[config.mk]
export PLATFORM = sky130hd
export DESIGN_NAME = dmem_arbiter
export DESIGN_NICKNAME = d
export VERILOG_FILES = /design/src/rtl/dmem_arbiter.sv
export SDC_FILE = /design/constraint.sdc
export NUM_CORES = 1
export LEC_CHECK = 0
export ABC_AREA = 1
export CORE_MARGIN = 10
export CORE_UTILIZATION = 40
export DETAILED_ROUTE_END_ITERATION = 6
export HOLD_SLACK_MARGIN = 0.06
export PLACE_DENSITY = 0.79
export SYNTH_ARGS = -nofsm -noshare
export SYNTH_HDL_FRONTEND = slang
export SYNTH_SLANG_ARGS = --single-unit
[constraint.sdc]
create_clock -name i_clk -period 2.1 [get_ports i_clk]
set_input_delay 0.63 -clock i_clk [delete_from_list [all_inputs] [get_ports i_clk]]
set_output_delay 0.63 -clock i_clk [all_outputs]
set_load 0.01 [all_outputs]
[src/rtl/dmem_arbiter.sv]
// Arbitrates the single-port 32x32 data memory between core (priority) and dbg, with a dbg anti-starvation counter.
// Latency: grant combinational in cycle N, memory command registered in N+1, read data valid in N+2.
// Backpressure: an ungranted requester holds its request; nothing is queued and at most one grant issues per cycle.
`timescale 1ns/1ps
module dmem_arbiter #(
   parameter int MAX_WAIT = 4,
   parameter int STALL_W  = 16
) (
   input  logic               i_clk,
   input  logic               i_rst,
   input  logic               i_c_req,
   input  logic               i_c_we,
   input  logic [31:0]        i_c_addr,
   input  logic [31:0]        i_c_wdata,
   output logic               o_c_gnt,
   output logic               o_c_rvalid,
   output logic [31:0]        o_c_rdata,
   input  logic               i_d_req,
   input  logic               i_d_we,
   input  logic [31:0]        i_d_addr,
   input  logic [31:0]        i_d_wdata,
   output logic               o_d_gnt,
   output logic               o_d_rvalid,
   output logic [31:0]        o_d_rdata,
   output logic               o_mem_we,
   output logic [31:0]        o_mem_addr,
   output logic [31:0]        o_mem_wdata,
   input  logic [31:0]        i_mem_rdata,
   output logic [STALL_W-1:0] o_stall_cnt
);

   // A zero MAX_WAIT still needs a 1-bit counter so the declaration stays legal.
   localparam int WAIT_W = (MAX_WAIT > 0) ? $clog2(MAX_WAIT + 1) : 1;
   localparam logic [WAIT_W-1:0] WAIT_MAX = WAIT_W'(MAX_WAIT);

   logic [WAIT_W-1:0]  r_wait_cnt;
   logic               r_mem_we;
   logic [31:0]        r_mem_addr;
   logic [31:0]        r_mem_wdata;
   logic               r_c_pend;
   logic               r_d_pend;
   logic               r_c_rvalid;
   logic               r_d_rvalid;
   logic [31:0]        r_c_rdata;
   logic [31:0]        r_d_rdata;
   logic [STALL_W-1:0] r_stall_cnt;

   logic               w_d_wins;
   logic               w_c_gnt;
   logic               w_d_gnt;

   // dbg overrides core priority once it has been denied MAX_WAIT cycles in a row.
   if (MAX_WAIT == 0) begin : g_dbg_strict
      assign w_d_wins = 1'b1;
   end else begin : g_dbg_wait
      assign w_d_wins = (r_wait_cnt >= WAIT_MAX);
   end

   // The two grant terms are mutually exclusive by construction; reset masks both.
   assign w_d_gnt = !i_rst && i_d_req && (!i_c_req || w_d_wins);
   assign w_c_gnt = !i_rst && i_c_req && !(i_d_req && w_d_wins);

   // Count consecutive denied dbg cycles, saturating at MAX_WAIT.
   always_ff @(posedge i_clk) begin
      if (i_rst) begin
         r_wait_cnt <= '0;
      end else if (!i_d_req || w_d_gnt) begin
         r_wait_cnt <= '0;
      end else if (r_wait_cnt != WAIT_MAX) begin
         r_wait_cnt <= r_wait_cnt + 1'b1;
      end
   end

   // Register the granted command toward memory; address/data hold when idle.
   always_ff @(posedge i_clk) begin
      if (i_rst) begin
         r_mem_we    <= 1'b0;
         r_mem_addr  <= '0;
         r_mem_wdata <= '0;
      end else if (w_c_gnt) begin
         r_mem_we    <= i_c_we;
         r_mem_addr  <= i_c_addr;
         r_mem_wdata <= i_c_wdata;
      end else if (w_d_gnt) begin
         r_mem_we    <= i_d_we;
         r_mem_addr  <= i_d_addr;
         r_mem_wdata <= i_d_wdata;
      end else begin
         r_mem_we    <= 1'b0;
      end
   end

   // Tag a granted read with its port so the data returns on the right channel.
   always_ff @(posedge i_clk) begin
      if (i_rst) begin
         r_c_pend <= 1'b0;
         r_d_pend <= 1'b0;
      end else begin
         r_c_pend <= w_c_gnt && !i_c_we;
         r_d_pend <= w_d_gnt && !i_d_we;
      end
   end

   // Capture memory read data during the command cycle; rdata holds between responses.
   always_ff @(posedge i_clk) begin
      if (i_rst) begin
         r_c_rvalid <= 1'b0;
         r_d_rvalid <= 1'b0;
         r_c_rdata  <= '0;
         r_d_rdata  <= '0;
      end else begin
         r_c_rvalid <= r_c_pend;
         r_d_rvalid <= r_d_pend;
         if (r_c_pend) begin
            r_c_rdata <= i_mem_rdata;
         end
         if (r_d_pend) begin
            r_d_rdata <= i_mem_rdata;
         end
      end
   end

   // Saturating count of cycles where the core wanted the memory but did not get it.
   always_ff @(posedge i_clk) begin
      if (i_rst) begin
         r_stall_cnt <= '0;
      end else if (i_c_req && !w_c_gnt && (r_stall_cnt != '1)) begin
         r_stall_cnt <= r_stall_cnt + 1'b1;
      end
   end

   assign o_c_gnt     = w_c_gnt;
   assign o_d_gnt     = w_d_gnt;
   assign o_c_rvalid  = r_c_rvalid;
   assign o_c_rdata   = r_c_rdata;
   assign o_d_rvalid  = r_d_rvalid;
   assign o_d_rdata   = r_d_rdata;
   assign o_mem_we    = r_mem_we;
   assign o_mem_addr  = r_mem_addr;
   assign o_mem_wdata = r_mem_wdata;
   assign o_stall_cnt = r_stall_cnt;

endmodule

== Yosys cells after proc, flatten, opt, wreduce, memory -nomap -nowiden ==
Index checks and enable logic that the tools add are counted.
Word-level totals
  register bits: 152
  latch bits: 0
  memory bits (writable): 0
  ROM bits: 0
  memories: 0
Operators by class
  add/subtract/negate cells: 2
  $mul: 0
  divide/modulo/power cells: 0
  magnitude comparators: 1
  eq/ne operators: 2
  shift-type cells: 0
  muxes and demuxes: 6
  bitwise gates (word level): 0
  reductions and logical operators: 20
Operators by type and width (number)
  32-bit two-way mux: 4
  16-bit by 1-bit adder with 16-bit output, second input constant: 1
  16-bit != test, second input constant: 1
  1-bit logical AND: 9
  1-bit zero test: 7
  3-bit by 1-bit adder with 3-bit output, second input constant: 1
  3-bit greater-or-equal comparator, second input constant: 1
  3-bit != test, second input constant: 1
  1-bit logical OR: 2
  1-bit two-way mux: 2
  2-bit nonzero test: 1
  2-bit OR reduction: 1

== Depth between registers and ports, before layout ==
  depth after elaboration: 7
  gate-level depth with buffers: 10
  mapped depth without buffers: 9

== Worst setup path before layout ==
OpenSTA, ideal clock, no wires.
  path type: input-to-output
  start: in i_rst
  end: out o_c_gnt
  arrival time: 1.157 ns
  required time: 1.470 ns
  setup slack: 0.313 ns
  cell stages on the path: 5
  cell sequence: inv_2 > buf_4 > nand3_2 > inv_2 > buf_2
On the way
  longest elaborated chain between the ends: 3
Ends and longest elaborated chain
  start, declared: RTL line 10  | input logic i_rst,
  1-bit zero test: RTL line 61  | assign w_c_gnt = !i_rst && i_c_req && !(i_d_req && w_d_wins);
  1-bit logical AND (2 in a row): RTL line 61
  end, declared: RTL line 15  | output logic o_c_gnt,
No other way between the ends.

== Worst setup path after layout ==
  start: reg r_stall_cnt[4] (netlist: o_stall_cnt[4])
  end: out o_stall_cnt[4]
RTL lines
  start, declared: RTL line 46  | logic [STALL_W-1:0] r_stall_cnt;
  start signal, assigned: RTL line 128  | r_stall_cnt <= r_stall_cnt + 1'b1;
  end, declared: RTL line 29  | output logic [STALL_W-1:0] o_stall_cnt
No word-level cell between the ends.

==> summary.md <==
| Metric | Value |
|---|---|
| GR Util met2 | 32.7% |
| GR Util met1 | 21.2% |
| Residual DRC | 0 |
| Chip width | 149 um |
| Syn Area/Cell | ~6.6 um^2 |
| Min-delay worst type | reg -> reg |
| Nets | 1483 |
| Starting Density | between 40% and 50% |
| Worst setup startpoint | o_stall_cnt[4] |
| Root buf cell | clkbuf_16 |
| DP Area | approximately 10000 um^2 |
| Io pins | about 320 |
| Finish-stage setup viols | 0 |
| Aggregate global-route resource usage | around a fifth |
| Global-route wire length before repair | 34.2 mm |
| Buffers & Inverters on Critical Path | 1 |
| Via density | 4.61 |
| Worst r2r src | o_stall_cnt[0] |
| WL final | 22.7 mm |
| Tmin final | 2.04 ns |
| Row cnt | between 40 and 50 |
| Post-synthesis sequential area ratio | a little under half |
| Delay-heaviest family, CP | buffers and inverters |
| Synth Area in XOR/XNOR | 0% |
| Pwr Total | ~7.5 mW |
| Unique cell type count in the Yosys netlist | 17 |
| Filler cells | 1448 |
| TritonCTS buffer count | 17 |
| Crit share post-route | between 90% and 100% |
| CTS Buffer Depth | 2 |
| Clock-pin slew on the worst setup and hold paths | approximately 0.060 ns |
| Pwr Density | about 700 nW/um^2 |
| Crit path DAT | between 1 and 1.5 ns |
| Synth Cell Area | approximately 6600 um^2 |
| Worst Hold End | o_c_rvalid |
| Area contributors post-synth | dfxtp_1 (46%), nand2_1 (13%), nor2_1 (9.9%), inv_1 (8.5%), o21ai_0 (6.0%) |
| ANT nets after route | 0 |
| Synth Area in Compound Gates | ~16% |
| Routed len/inst | ~15 um |
| Design area | about 11000 um^2 |
| Hold path start | r_c_pend |
| First DRT Iteration DRCs | roughly 300 |
| Area share of and/or/nand/nor cells after synthesis | 25.0% |
| Die area | approximately 22000 um^2 |
| Gr ovfl total | 0 |
| Final Max Tran Viols | 0 |
| WP data required | between 1 and 1.5 ns |
| Largest net degree at the start of global routing | 83 |
| Clock tree sinks | between 150 and 200 |
| Critical Path Max Stage Delay | 0.58 ns |
| Crit path max fanout | 5 |
| Placed insts | ~1500 |
| P&R area growth vs syn | 60.5% |
| Peak VDD IR | approximately 0.59 mV |
| Worst-skew pair later-pin latency | around 0.42 ns |
| Slowest CP cell | clkdlybuf4s50_1 |
| DRT Pass-1 Iters | 4 |
| Synth warn | 0 |
| CTS Hold Bufs | 0 |
| Total number of vias | between 7000 and 8000 |
| Vias in the first global route | approximately 6500 |
| Max H-tree Level | 4 |
| Grt met3 use | under 10% |
| Max frequency | 491 MHz |
| Place WS | -0.680 ns |
| Outcome | finished clean |
| DP Wirelength | about 17 mm |
| Worst setup margin | roughly 0.061 ns |
| Height of the die | about 150 um |
| Reg-to-reg slack, setup | around 0.49 ns |
| Initial antenna violation count | 3 |
| CP Class | reg -> out |
| Synth top area share | a little under half |
| Startpoint types | register |
| Critical-path cell list | clkdlybuf4s50_1 |
| Normalized max-slew margin | between 40% and 50% |
| Multiplexer share of the synthesized area | 0% |
| Hold Violations, Final | 0 |
| Max Cap Viol | 0 |
| Crit. End Element | primary output |
| Reg2Reg Depth | 9 |
| Slew @ Worst Pin | roughly 0.76 ns |
| Leak | 5.05 nW |
| Finished Layout Cells | 1548 |
| Post-Synth Adder-Cell Area | less than 1% |
| Sum Neg Setup Slack | 0 ns |
| Skew final | 0.0129 ns |
| I/O Buffers | approximately 310 |
| Core Footprint | between 15000 and 20000 um^2 |
| RSZ-0062 raised after global routing | no |
| Synth Register Bits | approximately 150 |
| Final GP Congestion | roughly 0.85 |
| Largest family of logic cells by synthesized area | simple AND/OR/NAND/NOR gates |
| Min-Delay Path Depth | 2 |
| Net Count, Synth | approximately 1200 |
| CTS tree | built |
| Synth area leader | dfxtp_1 |
| Worst reg2reg path endpoint | o_stall_cnt[0] |
| Share of cells above drive strength 1 | roughly 5.6% |
| Top Usage Layer GRT | met2 |
| Syn Inst Count | roughly 1000 |
## power breakdown
group / internal [mW] / leakage [nW] / total, mW / switching (mW)
Combinational: 0.706 / 3.52 / 1.28 / 0.572
Sequential: 3.04 / 1.25 / 3.12 / 0.0802
Clock: 1.82 / 0.289 / 3.09 / 1.27
Total: 5.57 / 5.05 / 7.49 / 1.92
## registers in the layout, indices dropped and copies added (netlist names), 3 cells and up
register,flops
o_c_rdata,32
o_mem_addr,32
r_wait_cnt,3
o_stall_cnt,16
o_mem_wdata,32
o_d_rdata,32
## placed cells by master (no fill, tap or decap), types with 2 or more instances in the layout
cell and n:
nand3_1 22, nand4_1 2, inv_2 4, buf_4 26, inv_1 150, ha_1 3
clkbuf_16 17, inv_8 3, dfxtp_2 2, inv_6 4, clkinv_2 2, o21ai_1 50
o21ai_0 79, buf_12 2, dfxtp_1 150, a21oi_1 78, clkinvlp_4 3, nor2_1 175
nand2_1 232, buf_2 2, clkdlybuf4s50_1 305, bufinv_16 2, dlymetal6s2s_1 4
## cell families after synthesis
group | after synthesis
compound gates | 211
fa+ha+maj | 3
buf+inv | 213
flops | 152
simple gates | 433
## layout make-up
| type | instances | area [um^2] | area share (%) |
|---|---|---|---|
| clock buffer | 18 | 439 | 4.12 |
| tap | 220 | 275 | 2.58 |
| inverter | 154 | 578 | 5.42 |
| timing repair buffer | 342 | 3380 | 31.7 |
| antenna | 1 | 2.50 | 0.0235 |
| clock inverter | 14 | 161 | 1.51 |
| multi-input combinational | 647 | 2790 | 26.1 |
| sequential | 152 | 3050 | 28.5 |
## through the flow
step / util (%) / hold slack, ns
5_1_grt: 65.0 / 0.483
4_1_cts: 64.9 / 0.461
6_report: 65.0 / 0.456
3_3_place_gp: 61.0 / 0.433
2_1_floorplan: - / 0.434
3_5_place_dp: 61.0 / 0.456
## timing repair
| item | in CTS | in global routing |
|---|---|---|
| gates resized for setup | 14 | 9 |
| setup endpoints to repair | 2 | 7 |
| pin swaps | 1 | 1 |
| hold endpoints to repair | 0 | 0 |
| setup buffers | 5 | 0 |
## routing by layer
layer | share of wire (%) | wire length (um)
met5 | 0.10 | 23
met2 | 49 | 11000
met4 | 1.3 | 306
met3 | 9.9 | 2250
met1 | 40 | 9090
## worst max path at each step
stage,slack (ns),cells past startpoint,endpoint
after global routing,0.005,6,o_d_gnt
final,0.06,1,o_stall_cnt[4]
after floorplan,0.31,5,o_c_gnt
after global placement,-0.67,7,o_d_gnt
after CTS,0.009,1,o_stall_cnt[3]
after detailed placement,-0.68,7,o_d_gnt
## cells in the mapped netlist
cell type and instances:
clkbuf_1 39, o21ai_0 80, ha_1 3, buf_2 17, a21oi_4 1, nand3_2 1, buf_4 3, o2111ai_1 1
a21oi_1 78, nand2_1 232, nand4_1 2, nor2_1 176, inv_2 3, inv_1 151, dfxtp_1 152, o21ai_1 51
nand3_1 22
Power figures use the tool's default switching activity.
